File: src/rtl/rv32_alu_decode_stage.sv
// rv32_alu_decode_stage: RV32I decode stage producing a registered, fully
// decoded integer ALU command for the exec stage over valid/ready.
//
// Optional build macro: RV32_DECODE_SKID_EN
//   undefined : single output register, in_ready = !out_valid | out_ready
//   defined   : adds a 1-entry skid register so in_ready is purely registered
//               (in_ready = !skid_valid), cutting the out_ready -> in_ready path.

package rv32_alu_pkg;

  typedef enum logic [3:0] {
    ALU_OP_ADD  = 4'd0,
    ALU_OP_SLL  = 4'd1,
    ALU_OP_SLT  = 4'd2,
    ALU_OP_SLTU = 4'd3,
    ALU_OP_XOR  = 4'd4,
    ALU_OP_SRL  = 4'd5,
    ALU_OP_OR   = 4'd6,
    ALU_OP_AND  = 4'd7,
    ALU_OP_SRA  = 4'd8,
    ALU_OP_SUB  = 4'd9
  } int_alu_op_t;

  localparam logic [1:0] OP1_RS1    = 2'd0;
  localparam logic [1:0] OP1_PC     = 2'd1;
  localparam logic [1:0] OP1_ZERO   = 2'd2;

  localparam logic [1:0] OP2_RS2    = 2'd0;
  localparam logic [1:0] OP2_IMM    = 2'd1;
  localparam logic [1:0] OP2_CONST4 = 2'd2;

  localparam logic [6:0] OPC_OP     = 7'b0110011;
  localparam logic [6:0] OPC_OPIMM  = 7'b0010011;
  localparam logic [6:0] OPC_LUI    = 7'b0110111;
  localparam logic [6:0] OPC_AUIPC  = 7'b0010111;
  localparam logic [6:0] OPC_JAL    = 7'b1101111;
  localparam logic [6:0] OPC_JALR   = 7'b1100111;
  localparam logic [6:0] OPC_BRANCH = 7'b1100011;
  localparam logic [6:0] OPC_LOAD   = 7'b0000011;
  localparam logic [6:0] OPC_STORE  = 7'b0100011;

  // One decoded command; also the unit of storage in the output/skid regs.
  typedef struct packed {
    int_alu_op_t opsel;
    logic [1:0]  op1_sel;
    logic [1:0]  op2_sel;
    logic [31:0] imm;
    logic [4:0]  rs1;
    logic [4:0]  rs2;
    logic [4:0]  rd;
    logic        reg_write;
    logic        is_branch;
    logic        illegal;
    logic [31:0] pc;
  } alu_cmd_t;

endpackage

module rv32_alu_decode_stage
  import rv32_alu_pkg::*;
#(
  parameter logic [31:0] RESET_PC = 32'h0000_0000
) (
  input  logic        clk,
  input  logic        reset,
  input  logic        flush,
  input  logic        in_valid,
  output logic        in_ready,
  input  logic [31:0] in_instr,
  input  logic [31:0] in_pc,
  output logic        out_valid,
  input  logic        out_ready,
  output int_alu_op_t out_opsel,
  output logic [1:0]  out_op1_sel,
  output logic [1:0]  out_op2_sel,
  output logic [31:0] out_imm,
  output logic [4:0]  out_rs1,
  output logic [4:0]  out_rs2,
  output logic [4:0]  out_rd,
  output logic        out_reg_write,
  output logic        out_is_branch,
  output logic        out_illegal,
  output logic [31:0] out_pc
);

  // Base funct3 -> ALU op map shared by OP and OP-IMM (funct7 qualifies later).
  function automatic int_alu_op_t f3_to_op(input logic [2:0] f3);
    case (f3)
      3'b000:  return ALU_OP_ADD;
      3'b001:  return ALU_OP_SLL;
      3'b010:  return ALU_OP_SLT;
      3'b011:  return ALU_OP_SLTU;
      3'b100:  return ALU_OP_XOR;
      3'b101:  return ALU_OP_SRL;
      3'b110:  return ALU_OP_OR;
      default: return ALU_OP_AND;
    endcase
  endfunction

  // Instruction fields
  logic [6:0]  opcode;
  logic [2:0]  f3;
  logic [6:0]  f7;
  logic [31:0] imm_i, imm_s, imm_b, imm_u, imm_j;

  assign opcode = in_instr[6:0];
  assign f3     = in_instr[14:12];
  assign f7     = in_instr[31:25];

  assign imm_i = {{20{in_instr[31]}}, in_instr[31:20]};
  assign imm_s = {{20{in_instr[31]}}, in_instr[31:25], in_instr[11:7]};
  assign imm_b = {{19{in_instr[31]}}, in_instr[31], in_instr[7],
                  in_instr[30:25], in_instr[11:8], 1'b0};
  assign imm_u = {in_instr[31:12], 12'h000};
  assign imm_j = {{11{in_instr[31]}}, in_instr[31], in_instr[19:12],
                  in_instr[20], in_instr[30:21], 1'b0};

  alu_cmd_t dec;

  // Combinational decode of the presented instruction.
  always_comb begin
    dec           = '0;
    dec.opsel     = ALU_OP_ADD;
    dec.op1_sel   = OP1_RS1;
    dec.op2_sel   = OP2_RS2;
    dec.rs1       = in_instr[19:15];
    dec.rs2       = in_instr[24:20];
    dec.rd        = in_instr[11:7];
    dec.pc        = in_pc;
    case (opcode)
      OPC_OP: begin
        dec.reg_write = 1'b1;
        if (f7 == 7'b0000000)
          dec.opsel = f3_to_op(f3);
        else if (f7 == 7'b0100000 && f3 == 3'b000)
          dec.opsel = ALU_OP_SUB;
        else if (f7 == 7'b0100000 && f3 == 3'b101)
          dec.opsel = ALU_OP_SRA;
        else
          dec.illegal = 1'b1;
      end
      OPC_OPIMM: begin
        dec.reg_write = 1'b1;
        dec.op2_sel   = OP2_IMM;
        dec.imm       = imm_i;
        dec.opsel     = f3_to_op(f3);
        // Shift-immediates reuse imm[11:5] as a funct7 qualifier.
        if (f3 == 3'b001 && f7 != 7'b0000000)
          dec.illegal = 1'b1;
        else if (f3 == 3'b101) begin
          if (f7 == 7'b0100000)
            dec.opsel = ALU_OP_SRA;
          else if (f7 != 7'b0000000)
            dec.illegal = 1'b1;
        end
      end
      OPC_LUI: begin
        dec.reg_write = 1'b1;
        dec.op1_sel   = OP1_ZERO;
        dec.op2_sel   = OP2_IMM;
        dec.imm       = imm_u;
      end
      OPC_AUIPC: begin
        dec.reg_write = 1'b1;
        dec.op1_sel   = OP1_PC;
        dec.op2_sel   = OP2_IMM;
        dec.imm       = imm_u;
      end
      OPC_JAL: begin
        // ALU computes the link address; target uses imm separately.
        dec.reg_write = 1'b1;
        dec.op1_sel   = OP1_PC;
        dec.op2_sel   = OP2_CONST4;
        dec.imm       = imm_j;
      end
      OPC_JALR: begin
        dec.reg_write = 1'b1;
        dec.op1_sel   = OP1_PC;
        dec.op2_sel   = OP2_CONST4;
        dec.imm       = imm_i;
        if (f3 != 3'b000) dec.illegal = 1'b1;
      end
      OPC_BRANCH: begin
        dec.is_branch = 1'b1;
        dec.imm       = imm_b;
        case (f3)
          3'b000, 3'b001: dec.opsel = ALU_OP_SUB;
          3'b100, 3'b101: dec.opsel = ALU_OP_SLT;
          3'b110, 3'b111: dec.opsel = ALU_OP_SLTU;
          default:        dec.illegal = 1'b1;
        endcase
      end
      OPC_LOAD: begin
        dec.reg_write = 1'b1;
        dec.op2_sel   = OP2_IMM;
        dec.imm       = imm_i;
      end
      OPC_STORE: begin
        dec.op2_sel   = OP2_IMM;
        dec.imm       = imm_s;
      end
      default: dec.illegal = 1'b1;
    endcase
    // Illegal commands still flow downstream but must not have side effects.
    if (dec.illegal) begin
      dec.opsel     = ALU_OP_ADD;
      dec.reg_write = 1'b0;
      dec.is_branch = 1'b0;
    end
    if (dec.rd == 5'd0) dec.reg_write = 1'b0;
  end

  alu_cmd_t cmd_rst;

  // Reset image of a command register: all zero, opsel ADD, pc RESET_PC.
  always_comb begin
    cmd_rst       = '0;
    cmd_rst.opsel = ALU_OP_ADD;
    cmd_rst.pc    = RESET_PC;
  end

  logic     out_valid_q, out_valid_d;
  alu_cmd_t out_cmd_q, out_cmd_d;
  logic     out_free;

  assign out_free = !out_valid_q || out_ready;

`ifdef RV32_DECODE_SKID_EN
  logic     skid_valid_q, skid_valid_d;
  alu_cmd_t skid_cmd_q, skid_cmd_d;

  assign in_ready = !skid_valid_q;

  // Output/skid next state: skid drains first so order is preserved.
  always_comb begin
    out_valid_d  = out_valid_q;
    out_cmd_d    = out_cmd_q;
    skid_valid_d = skid_valid_q;
    skid_cmd_d   = skid_cmd_q;
    if (flush) begin
      out_valid_d  = 1'b0;
      skid_valid_d = 1'b0;
    end else if (out_free) begin
      if (skid_valid_q) begin
        out_valid_d  = 1'b1;
        out_cmd_d    = skid_cmd_q;
        skid_valid_d = 1'b0;
      end else begin
        out_valid_d = in_valid;
        if (in_valid) out_cmd_d = dec;
      end
    end else if (in_valid && !skid_valid_q) begin
      skid_valid_d = 1'b1;
      skid_cmd_d   = dec;
    end
  end

  // Skid register.
  always_ff @(posedge clk) begin
    if (reset) begin
      skid_valid_q <= 1'b0;
      skid_cmd_q   <= cmd_rst;
    end else begin
      skid_valid_q <= skid_valid_d;
      skid_cmd_q   <= skid_cmd_d;
    end
  end
`else
  assign in_ready = out_free;

  // Output next state: load on accept, hold on stall, kill on flush.
  always_comb begin
    out_valid_d = out_valid_q;
    out_cmd_d   = out_cmd_q;
    if (flush)
      out_valid_d = 1'b0;
    else if (in_ready) begin
      out_valid_d = in_valid;
      if (in_valid) out_cmd_d = dec;
    end
  end
`endif

  // Output command register.
  always_ff @(posedge clk) begin
    if (reset) begin
      out_valid_q <= 1'b0;
      out_cmd_q   <= cmd_rst;
    end else begin
      out_valid_q <= out_valid_d;
      out_cmd_q   <= out_cmd_d;
    end
  end

  assign out_valid     = out_valid_q;
  assign out_opsel     = out_cmd_q.opsel;
  assign out_op1_sel   = out_cmd_q.op1_sel;
  assign out_op2_sel   = out_cmd_q.op2_sel;
  assign out_imm       = out_cmd_q.imm;
  assign out_rs1       = out_cmd_q.rs1;
  assign out_rs2       = out_cmd_q.rs2;
  assign out_rd        = out_cmd_q.rd;
  assign out_reg_write = out_cmd_q.reg_write;
  assign out_is_branch = out_cmd_q.is_branch;
  assign out_illegal   = out_cmd_q.illegal;
  assign out_pc        = out_cmd_q.pc;

endmodule

File: config.mk
export PLATFORM = sky130hd
export DESIGN_NAME = rv32_alu_decode_stage
export DESIGN_NICKNAME = d
export VERILOG_FILES = /design/src/rtl/rv32_alu_decode_stage.sv
export SDC_FILE = /design/constraint.sdc
export NUM_CORES = 1
export LEC_CHECK = 0
export ABC_AREA = 1
export BUFFER_PORTS_ARGS = -buffer_cell sky130_fd_sc_hd__buf_4
export CAP_MARGIN = 20
export CORE_AREA = 2 2 98 100
export DETAILED_ROUTE_END_ITERATION = 10
export DIE_AREA = 0 0 100 102
export GPL_TIMING_DRIVEN = 0
export PLACE_DENSITY = 0.83
export SYNTH_ARGS = -nofsm -noshare
export SYNTH_HDL_FRONTEND = slang
export SYNTH_SLANG_ARGS = --single-unit
File: constraint.sdc
create_clock -name clk -period 1.35 [get_ports clk]
set_clock_uncertainty 0.1 [all_clocks]
set_input_delay 0.3375 -clock clk [delete_from_list [all_inputs] [get_ports clk]]
set_output_delay 0.3375 -clock clk [all_outputs]
set_load 0.02 [all_outputs]
Yosys cells after proc, flatten, opt, wreduce, memory -nomap -nowiden
Cells that the tools add are included.
{"block": "word_totals", "register_bits": 91, "wordCells": 80}
{"block": "op_classes", "n_eq_ne": 17, "muxes": 27, "n_reduce_logical": 23, "bitwise": 1}
{"operator": "one-hot mux 32 bit (5 select lines)", "n": 1}
{"operator": "== test 7 x 6 -> 1 bit (second input constant)", "n": 4}
{"operator": "2-to-1 mux 4 bit", "n": 7}
{"operator": "one-hot mux 4 bit (3 select lines)", "n": 2}
{"operator": "== test 7 bit (second input constant)", "n": 3}
{"operator": "one-hot mux 3 bit (7 select lines)", "n": 1}
{"operator": "== test 7 x 5 -> 1 bit (second input constant)", "n": 2}
{"operator": "== test 3 bit (second input constant)", "n": 4}
{"operator": "2-to-1 mux 1 bit", "n": 12}
{"operator": "OR reduction 2 bit", "n": 6}
{"operator": "OR reduction 5 bit", "n": 2}
{"operator": "one-hot mux 2 bit (2 select lines)", "n": 2}
{"operator": "== test 7 x 2 -> 1 bit (second input constant)", "n": 1}
{"operator": "zero test 7 bit", "n": 1}
{"operator": "nonzero test 7 bit", "n": 1}
{"operator": "OR reduction 7 bit", "n": 1}
{"operator": "== test 3 x 2 -> 1 bit (second input constant)", "n": 2}
{"operator": "OR reduction 3 bit", "n": 2}
{"operator": "OR reduction 6 bit", "n": 1}
{"operator": "zero test 5 bit", "n": 1}
{"operator": "one-hot mux 1 bit (5 select lines)", "n": 1}
{"operator": "== test 3 x 1 -> 1 bit (second input constant)", "n": 1}
{"operator": "logical AND 1 bit", "n": 3}
{"operator": "zero test 3 bit", "n": 1}
{"operator": "6 further kinds", "n": 6}

Depth between registers and ports, before layout
Gate-level depths: netlist of run 1.
{"block": "logic_depth", "depth_word": 8, "mapped_depth": 11}

Worst setup path before layout of run 1
OpenSTA, ideal clock, no wires.
{"block": "synth_path", "path_kind": "register to register", "from": "register out_valid_q (netlist: out_valid)", "to": "register out_cmd_q, in the netlist out_illegal", "t_arrival_ps": 1506, "setup_slack_ps": -326, "setup_time_ps": 70, "required_ps": 1180, "path_buffers": 2, "path_stages_with_launch": 7, "cell_sequence": "dfxtp_1 nand2_1 nand2_1 buf_2 clkbuf_1 nand2_1 a21oi_1"}
{"block": "synth_via", "elab_chain_len": 3}
{"item": "start, declared", "line_no": "222", "text": "logic out_valid_q, out_valid_d;"}
{"item": "start signal, assigned", "line_no": "290", "text": "out_valid_q <= out_valid_d;"}
{"item": "zero test 1 bit", "line_no": "226", "text": "assign out_free = !out_valid_q || out_ready;"}
{"item": "logical OR 1 bit", "line_no": "226"}
{"item": "via in_ready", "line_no": "68", "text": "output logic in_ready,"}
{"item": "AND reduction 3 bit (no line)"}
{"item": "end signal, assigned", "line_no": "288", "text": "out_cmd_q <= cmd_rst;"}
{"item": "end signal, assigned", "line_no": "291", "text": "out_cmd_q <= out_cmd_d;"}
{"item": "end, declared", "line_no": "223", "text": "alu_cmd_t out_cmd_q, out_cmd_d;"}
The timed path passes the listed nets, and every way through them passes these cells.
A chain may end at the register's enable or synchronous reset.

Worst setup path after layout of run 1
{"block": "layout_path", "from": "register out_valid_q (netlist: out_valid)", "to": "output in_ready"}
{"block": "layout_via", "elab_chain_len": 2}
{"item": "zero test 1 bit", "line_no": "226"}
{"item": "logical OR 1 bit", "line_no": "226"}
{"item": "end, declared", "line_no": "68"}
Every way passes these cells.

==> impl_metrics.tcl, run 1 <==
set metrics [dict create \
    crit_path_end_kind "primary output" \
    viasPerCell 5.22 \
    mappedNetlistArea_um2 3830 \
    grt_setup_unrepaired "true" \
    synth_cell_type_count 27 \
    cts_made_buffers 9 \
    power.leakage_nw 2.70 \
    grt_pass1_vias 4292 \
    setup_ws_ns -0.0202 \
    drv_slew 0 \
    grt_antenna_before_repair 0 \
    dieArea_um2 10200 \
    hold-worst-slack_ns 0.0481 \
    max_slew.worst_pin.slew_ns 0.573 \
    total_power_mw 5.90 \
    r2r-end "out_op2_sel[1]$_SDFFE_PP0P_" \
    cp.arrival_ns 0.93 \
    drt_pass1_iterations 5 \
    dp_hpwl_um 9960 \
    reg2reg_depth 7 \
    outcome "complete, but fails checks" \
    clock_path_buffers 2 \
    ys_ff_latch 91 \
    drtIter0Drc 281 \
    vdd_ir_drop_max_mv 0.471 \
    setup_viol 2 \
    finalNetCount 790 \
    ios 161 \
    cts_tree "yes" \
    fin_crit_sh_pct 101 \
    dpl_cell_area_um2 5300 \
    die_y_um 102 \
    synth_area_per_cell_um2 7.03 \
    place.gp.congestion 0.914 \
    whs_path_depth 2 \
    violations "setup timing" \
    die_w_um 100 \
    final_cell_mix "buf_4, nor2_1, nand2_1, dfxtp_1, a21oi_1" \
    drive_gt1_share_pct 38.3 \
    numPortBuffers 159 \
    min_to "out_valid$_SDFFE_PP0P_" \
    wl_um 13100 \
    antenna_cells 0 \
    rows 35 \
    max_freq_ghz 0.730 \
    wl_per_cell_um 15.7 \
    drcViolationCount 0 \
    period_minus_slack_ns 1.37 \
    hold_violations 0 \
    slew_headroom_pct 61.8 \
    core-area_um2 9110 \
    clk_latency_ns 0.36 \
    yosys_warnings 0 \
    min_from "flush" \
    grt_usage_pct 25.0 \
    critical_path_class "flip-flop to primary output" \
    grt_pass1_wl_um 20300 \
    r2r_slack_ns 0 \
    pre_cts_ws_ns -0.446 \
    syn_to_final_growth_pct 52.8 \
    final_common_cell "buf_4" \
    worstPathMaxFanout 3 \
    timing.rr.start "out_valid$_SDFFE_PP0P_" \
    maxCapViolations 0 \
    yosysSeqAreaShare_pct 47.6 \
    dr_total_vias 4368 \
    crit_path_start_kind "flip-flop" \
    post-route-util_pct 64.2 \
    syn-instance-count 545 \
    cts_root_buffer "clkbuf_8" \
    ant_nets 0 \
    fin_area_um2 5850 \
    grt_max_degree 17 \
    clkSinkCount 91 \
    cts.htree.levels 3 \
    powerDensity_nw_per_um2 1010 \
    min_path_type "input port to flip-flop" \
    grt_overflow_total 0 \
    synth_nets 614 \
    hold_buffers 0 \
    num-fill-cells 812 \
    critical_path_required_ns 0.91 \
    path_clk_slew_ns 0.10 \
    initial_core_util_pct 42.0 \
]
through the flow:
| stage | cells | TNS [ns] |
|---|---|---|
| finish | 836 | -0.0221 |
| global route | 836 | -0.864 |
| CTS | 832 | -0.0309 |
| detailed placement | 815 | -26.90 |
| global placement | 815 | -23.51 |
| floorplan | 545 | -0.177 |
cells in the mapped netlist (all sizes together):
cell type  instances  area, um2
o21ai             56        280
nor2             104        410
o211ai             3       22.5
a21oi             56        280
o2bb2ai            1       8.76
or2                1       6.26
dfxtp             91       1820
clkbuf            20       75.1
a31oi              1       6.26
o22ai              4       25.0
a211o              1       8.76
nand2            108        429
nor3               8       40.0
a211oi             2       15.0
nor4               1       6.26
nand3             36        185
nand4              1       6.26
buf               10       47.6
inv               41        154
metal layers:
layer | routed length, um | vias up | GRT usage, %
met5 | 0 | - | 0
met4 | 368 | 0 | 10.4
met3 | 751 | 33 | 4.65
met2 | 6550 | 167 | 43.9
met1 | 5450 | 2037 | 30.3
li1 | - | 2131 | -
timing repair:
| item | in CTS | in global routing |
|---|---|---|
| gates cloned | 1 | 0 |
| pin swaps | 1 | 20 |
| setup endpoints to repair | 91 | 78 |
| resized for setup | 31 | 76 |
| setup buffers | 1 | 4 |
| hold endpoints to repair | 0 | 0 |
how the worst max path moves through the flow:
stage	from	end	slack, ns	depth (start not counted)
after detailed placement	in_instr[3]	out_imm[21]$_SDFFE_PP0P_	-0.45	10
after CTS	out_valid$_SDFFE_PP0P_	in_ready	-0.02	2
after global routing	out_valid$_SDFFE_PP0P_	out_op2_sel[1]$_SDFFE_PP0P_	-0.07	7
final	out_valid$_SDFFE_PP0P_	in_ready	-0.02	2
after floorplan	in_instr[4]	out_imm[22]$_SDFFE_PP0P_	-0.03	11
after global placement	in_instr[3]	out_imm[22]$_SDFFE_PP0P_	-0.40	10
area by class of cell:
cell class	count	area [um2]	share of cell area, %
buffer	30	223	3.81
clock buffer	10	149	2.54
clock inverter	5	66.3	1.13
inverter	41	181	3.10
multi-input combinational	383	2000	34.2
sequential	91	1830	31.3
tap	111	139	2.37
timing repair buffer	165	1260	21.6
flip-flops by register name, indices dropped and copies added (netlist names):
| register | count |
|---|---|
| out_illegal | 1 |
| out_imm | 32 |
| out_is_branch | 1 |
| out_op1_sel | 2 |
| out_op2_sel | 2 |
| out_opsel | 4 |
| out_pc | 32 |
| out_rd | 5 |
| out_reg_write | 1 |
| out_rs1 | 5 |
| out_rs2 | 5 |
| out_valid | 1 |
cells by family after synthesis:
family / after synthesis / share of synthesized area [%]
AO/OA/AOI/OAI: 124 / 16.9
buffers and inverters: 71 / 7.22
AND/OR/NAND/NOR: 259 / 28.3
flip-flops: 91 / 47.6
power by group:
part | leakage [nW] | switching [mW] | internal, mW | total, mW
clock network | 0.106 | 1.02 | 0.985 | 2.01
logic | 1.85 | 0.605 | 0.441 | 1.05
registers | 0.747 | 0.0581 | 2.79 | 2.85
total | 2.70 | 1.68 | 4.22 | 5.90
worst max-delay path, cell delays in order (launching register included):
cell and delay (ns):
dfxtp_4 0.36, nand2_4 0.08, buf_6 0.12
Power figures use the tool's default switching activity.
==> inputs of run 2 (changes only) <==
--- a/config.mk
+++ b/config.mk
@@ -12,7 +12,8 @@
 export DETAILED_ROUTE_END_ITERATION = 10
 export DIE_AREA = 0 0 100 102
 export GPL_TIMING_DRIVEN = 0
-export PLACE_DENSITY = 0.83
+export PLACE_DENSITY = 0.85
+export SKIP_LAST_GASP = 1
 export SYNTH_ARGS = -nofsm -noshare
 export SYNTH_HDL_FRONTEND = slang
 export SYNTH_SLANG_ARGS = --single-unit
==> constraint.sdc (replaced) <==
create_clock -name clk -period 1.35 [get_ports clk]
set_clock_uncertainty 0.1 [all_clocks]
set_input_delay 0.3375 -clock clk [delete_from_list [all_inputs] [get_ports clk]]
set_output_delay 0.3375 -clock clk [all_outputs]
set_load 0.01 [all_outputs]
==> impl_metrics.tcl, run 2 (same netlist as run 1, synthesis figures left out) <==
set metrics [dict create \
    outcome "complete, but fails checks" \
    violations "setup timing" \
    rows 35 \
    clk_latency_ns 0.35 \
    grt_pass1_vias 4064 \
    internal_power_mw 3.97 \
    reg2reg_depth 7 \
    drv_slew 0 \
    critical_path_class "flip-flop to primary output" \
    ios 161 \
    dieArea_um2 10200 \
    core-area_um2 9110 \
    cts_made_buffers 9 \
    dp_hpwl_um 9700 \
    grt_max_degree 17 \
    initial_core_util_pct 42.0 \
    comb_power_share_pct 17.0 \
    vdd_ir_drop_max_mv 0.538 \
    maxCapViolations 0 \
    num-fill-cells 788 \
    critical_path_required_ns 0.91 \
    die_w_um 100 \
    worstPathMaxFanout 3 \
    grt_pass1_wl_um 19300 \
    fin_crit_sh_pct 101 \
    final_cell_mix "buf_4, nor2_1, dfxtp_1, nand2_1, a21oi_1" \
    syn_to_final_growth_pct 49.6 \
    path_clk_slew_ns 0.09 \
    slew_headroom_pct 62.0 \
    clkPwrFrac_pct 31.8 \
    final_common_cell "buf_4" \
    numPortBuffers 159 \
    drive_gt1_share_pct 35.6 \
    wl_per_cell_um 15.5 \
    cts_root_buffer "clkbuf_8" \
    hold_violations 0 \
    cp.arrival_ns 0.93 \
    finalNetCount 791 \
    max_slew.worst_pin.slew_ns 0.570 \
    wl_um 13000 \
    ant_nets 0 \
    min_path_type "input port to flip-flop" \
    dr_total_vias 4431 \
    viasPerCell 5.29 \
    drtIter0Drc 403 \
    clock_path_buffers 2 \
    setup_ws_ns -0.0190 \
    drcViolationCount 0 \
    grt_overflow_total 0 \
    powerDensity_nw_per_um2 973 \
    grt_setup_unrepaired "true" \
    seq_power_share_pct 51.2 \
    sw_frac_of_total_pct 28.8 \
    setup_viol 1 \
    pre_cts_ws_ns -0.394 \
    power.leakage_nw 2.64 \
    antenna_cells 0 \
    grt_antenna_before_repair 0 \
    clkSinkCount 91 \
    p_switching_mw 1.60 \
    hold_buffers 0 \
    max_freq_ghz 0.730 \
    drt_pass1_iterations 5 \
    crit_path_start_kind "flip-flop" \
    crit_path_end_kind "primary output" \
    grt_usage_pct 24.0 \
    period_minus_slack_ns 1.37 \
    place.gp.congestion 0.890 \
    cts.htree.levels 3 \
    die_y_um 102 \
    cts_tree "yes" \
    fin_tns_setup_ns -0.0190 \
    whs_path_depth 2 \
]
==> run 2: repair_timing <==
item                       4_1_cts  5_1_grt
pin swaps                        1       12
buffers inserted                 0        4
setup endpoints to repair       90       86
resized for setup               21       62
gates cloned                     1        2
==> run 2: final timing paths <==
| check | from | end | slack [ns] |
|---|---|---|---|
| setup / recovery | out_valid$_SDFFE_PP0P_ | in_ready | -0.02 |
| hold / removal | flush | out_valid$_SDFFE_PP0P_ | 0.04 |
| setup reg to reg | out_valid$_SDFFE_PP0P_ | out_op2_sel[1]$_SDFFE_PP0P_ | 0 |
| hold reg to reg | out_imm[2]$_SDFFE_PP0P_ | out_imm[2]$_SDFFE_PP0P_ | 0.37 |
==> run 2: cell type report <==
type | instances | area (um2) | area share (%)
Buffer | 30 | 211 | 3.69
Clock buffer | 10 | 138 | 2.40
Tap cell | 111 | 139 | 2.43
Inverter | 41 | 181 | 3.17
Clock inverter | 6 | 47.5 | 0.830
Timing Repair Buffer | 166 | 1300 | 22.6
Sequential cell | 91 | 1830 | 31.9
Multi-Input combinational cell | 383 | 1890 | 32.9
==> run 2: power by group through the flow <==
stage / Clock, mW / Combinational [mW] / Sequential (mW)
5_1_grt: 1.90 / 1.03 / 2.86
4_1_cts: 1.78 / 0.881 / 2.85
3_3_place_gp: 0 / 0.835 / 2.91
3_5_place_dp: 0 / 0.857 / 2.91
6_report: 1.77 / 0.948 / 2.85
2_1_floorplan: 0 / 0.343 / 2.96
==> run 2: metal layers <==
metal	part of all wire (%)	up-vias	track usage (%)
met5	0	-	0
met4	3.3	0	8.85
met3	8.6	44	5.34
met2	49	256	42.8
met1	39	2005	28.6
li1	-	2126	-
==> run 2: critical path, cell delays in order (launching register included) <==
cell and delay (ns):
dfxtp_4 0.37, nand2_4 0.08, buf_6 0.13
==> run 2: per-stage QoR <==
stage          power, mW  instances  hold WS (ns)  utilization (%)  cell area (um2)
6_report            5.57        838        0.0438             62.9             5730
3_5_place_dp        3.77        815         0.359             58.0             5280
2_1_floorplan       3.30        545         0.309                -             3950
4_1_cts             5.51        832        0.0321             60.7             5530
5_1_grt             5.80        838        0.0349             62.9             5730
3_3_place_gp        3.74        815         0.355             58.0             5280
==> inputs of run 3 (changes only) <==
--- a/config.mk
+++ b/config.mk
@@ -12,7 +12,8 @@
 export DETAILED_ROUTE_END_ITERATION = 10
 export DIE_AREA = 0 0 100 102
 export GPL_TIMING_DRIVEN = 0
-export PLACE_DENSITY = 0.85
+export PLACE_DENSITY_LB_ADDON = 0.08
+export REMOVE_ABC_BUFFERS = 1
 export SKIP_LAST_GASP = 1
 export SYNTH_ARGS = -nofsm -noshare
 export SYNTH_HDL_FRONTEND = slang
==> impl_metrics.tcl, run 3 (same netlist as run 1, synthesis figures left out) <==
set metrics [dict create \
    fin_crit_sh_pct 103 \
    grt_pass1_wl_um 18900 \
    worstPathMaxFanout 3 \
    maxCapViolations 0 \
    clk_latency_ns 0.36 \
    final_cell_mix "buf_4, nor2_1, dfxtp_1, nand2_1, o21ai_0" \
    violations "setup timing" \
    reg2reg_depth 7 \
    fin_tns_setup_ns -0.0446 \
    drtIter0Drc 179 \
    dpl_cell_area_um2 5080 \
    final_common_cell "buf_4" \
    die_y_um 102 \
    grt_pass1_vias 3760 \
    grt_usage_pct 23.3 \
    clock_path_buffers 2 \
    cts.htree.levels 3 \
    fin_cells 837 \
    syn_to_final_growth_pct 55.2 \
    period_minus_slack_ns 1.39 \
    pre_cts_ws_ns -1.42 \
    viasPerCell 5.12 \
    dr_total_vias 4283 \
    finalNetCount 791 \
    critical_path_required_ns 0.91 \
    dp.cells 787 \
    dieArea_um2 10200 \
    rows 35 \
    drv_slew 0 \
    core-area_um2 9110 \
    path_clk_slew_ns 0.10 \
    crit_path_end_kind "primary output" \
    min_from "flush" \
    setup_ws_ns -0.0446 \
    total_power_mw 5.76 \
    max_slew.worst_pin.slew_ns 0.406 \
    power.leakage_nw 2.74 \
    dp_hpwl_um 7490 \
    hold_violations 0 \
    place.gp.congestion 0.892 \
    antenna_cells 0 \
    multi_input_area_um2 2030 \
    cts_root_buffer "clkbuf_8" \
    fin_area_um2 5940 \
    r2r_slack_ns 0.01 \
    ant_nets 0 \
    drive_gt1_share_pct 37.9 \
    drcViolationCount 0 \
    grt_setup_unrepaired "true" \
    hold_buffers 0 \
    max_freq_ghz 0.717 \
    clkSinkCount 91 \
    cts_made_buffers 9 \
    ios 161 \
    min_path_type "input port to flip-flop" \
    wl_per_cell_um 15.6 \
    regArea_um2 1820 \
    cp.arrival_ns 0.96 \
    drt_pass1_iterations 5 \
    hold-worst-slack_ns 0.0532 \
    grt_antenna_before_repair 0 \
    setup_viol 1 \
    min_to "out_valid$_SDFFE_PP0P_" \
    powerDensity_nw_per_um2 970 \
    numPortBuffers 160 \
    outcome "complete, but fails checks" \
    num-fill-cells 820 \
    vdd_ir_drop_max_mv 0.471 \
    wl_um 13100 \
    initial_core_util_pct 42.0 \
    post-route-util_pct 65.2 \
    grt_max_degree 48 \
    startpoint "out_valid$_SDFFE_PP0P_" \
    crit_path_start_kind "flip-flop" \
    cts_tree "yes" \
    critical_path_class "flip-flop to primary output" \
    grt_overflow_total 0 \
    slew_headroom_pct 72.7 \
    whs_path_depth 2 \
    timing.rr.start "out_valid$_SDFFE_PP0P_" \
    die_w_um 100 \
    r2r-end "out_rd[0]$_SDFFE_PP0P_" \
]
run 3: where the power goes:
group	switching, mW	internal (mW)	leakage (nW)
logic	0.536	0.443	1.90
registers	0.0548	2.79	0.743
clock network	1.03	0.908	0.0950
run 3: final cells by class:
cell class | count | area share [%]
multi-input cells | 387 | 34.1
flip-flops and latches | 91 | 30.7
repair buffers | 187 | 25.0
inverters | 41 | 3.26
well taps | 111 | 2.34
clock buffers | 10 | 2.32
repair inverters | 5 | 1.26
clock inverters | 5 | 1.05
run 3: metal layers:
layer	track usage, %	up-vias	share of wire, %
met2	37.7	187	47
met4	6.74	0	1.3
met1	31.9	1959	44
li1	-	2124	-
met5	0	-	0
met3	4.58	13	7.9
run 3: timing repair:
action,CTS,global route
endpoints found under the setup margin,91,77
cloned,4,5
resized for setup,26,68
buffers inserted,12,14
pin swaps,7,19
run 3: worst max-delay path by stage:
| stage | end | slack [ns] |
|---|---|---|
| 2_1_floorplan | out_imm[0]$_SDFFE_PP0P_ | -2.60 |
| 3_3_place_gp | out_imm[0]$_SDFFE_PP0P_ | -4.70 |
| 3_5_place_dp | out_imm[0]$_SDFFE_PP0P_ | -1.42 |
| 4_1_cts | in_ready | -0.04 |
| 5_1_grt | in_ready | -0.08 |
| 6_report | in_ready | -0.04 |
run 3: critical path: stages, from the launching register on:
cell and delay, ns:
dfxtp_2 0.37, nand2_4 0.09, buf_6 0.13
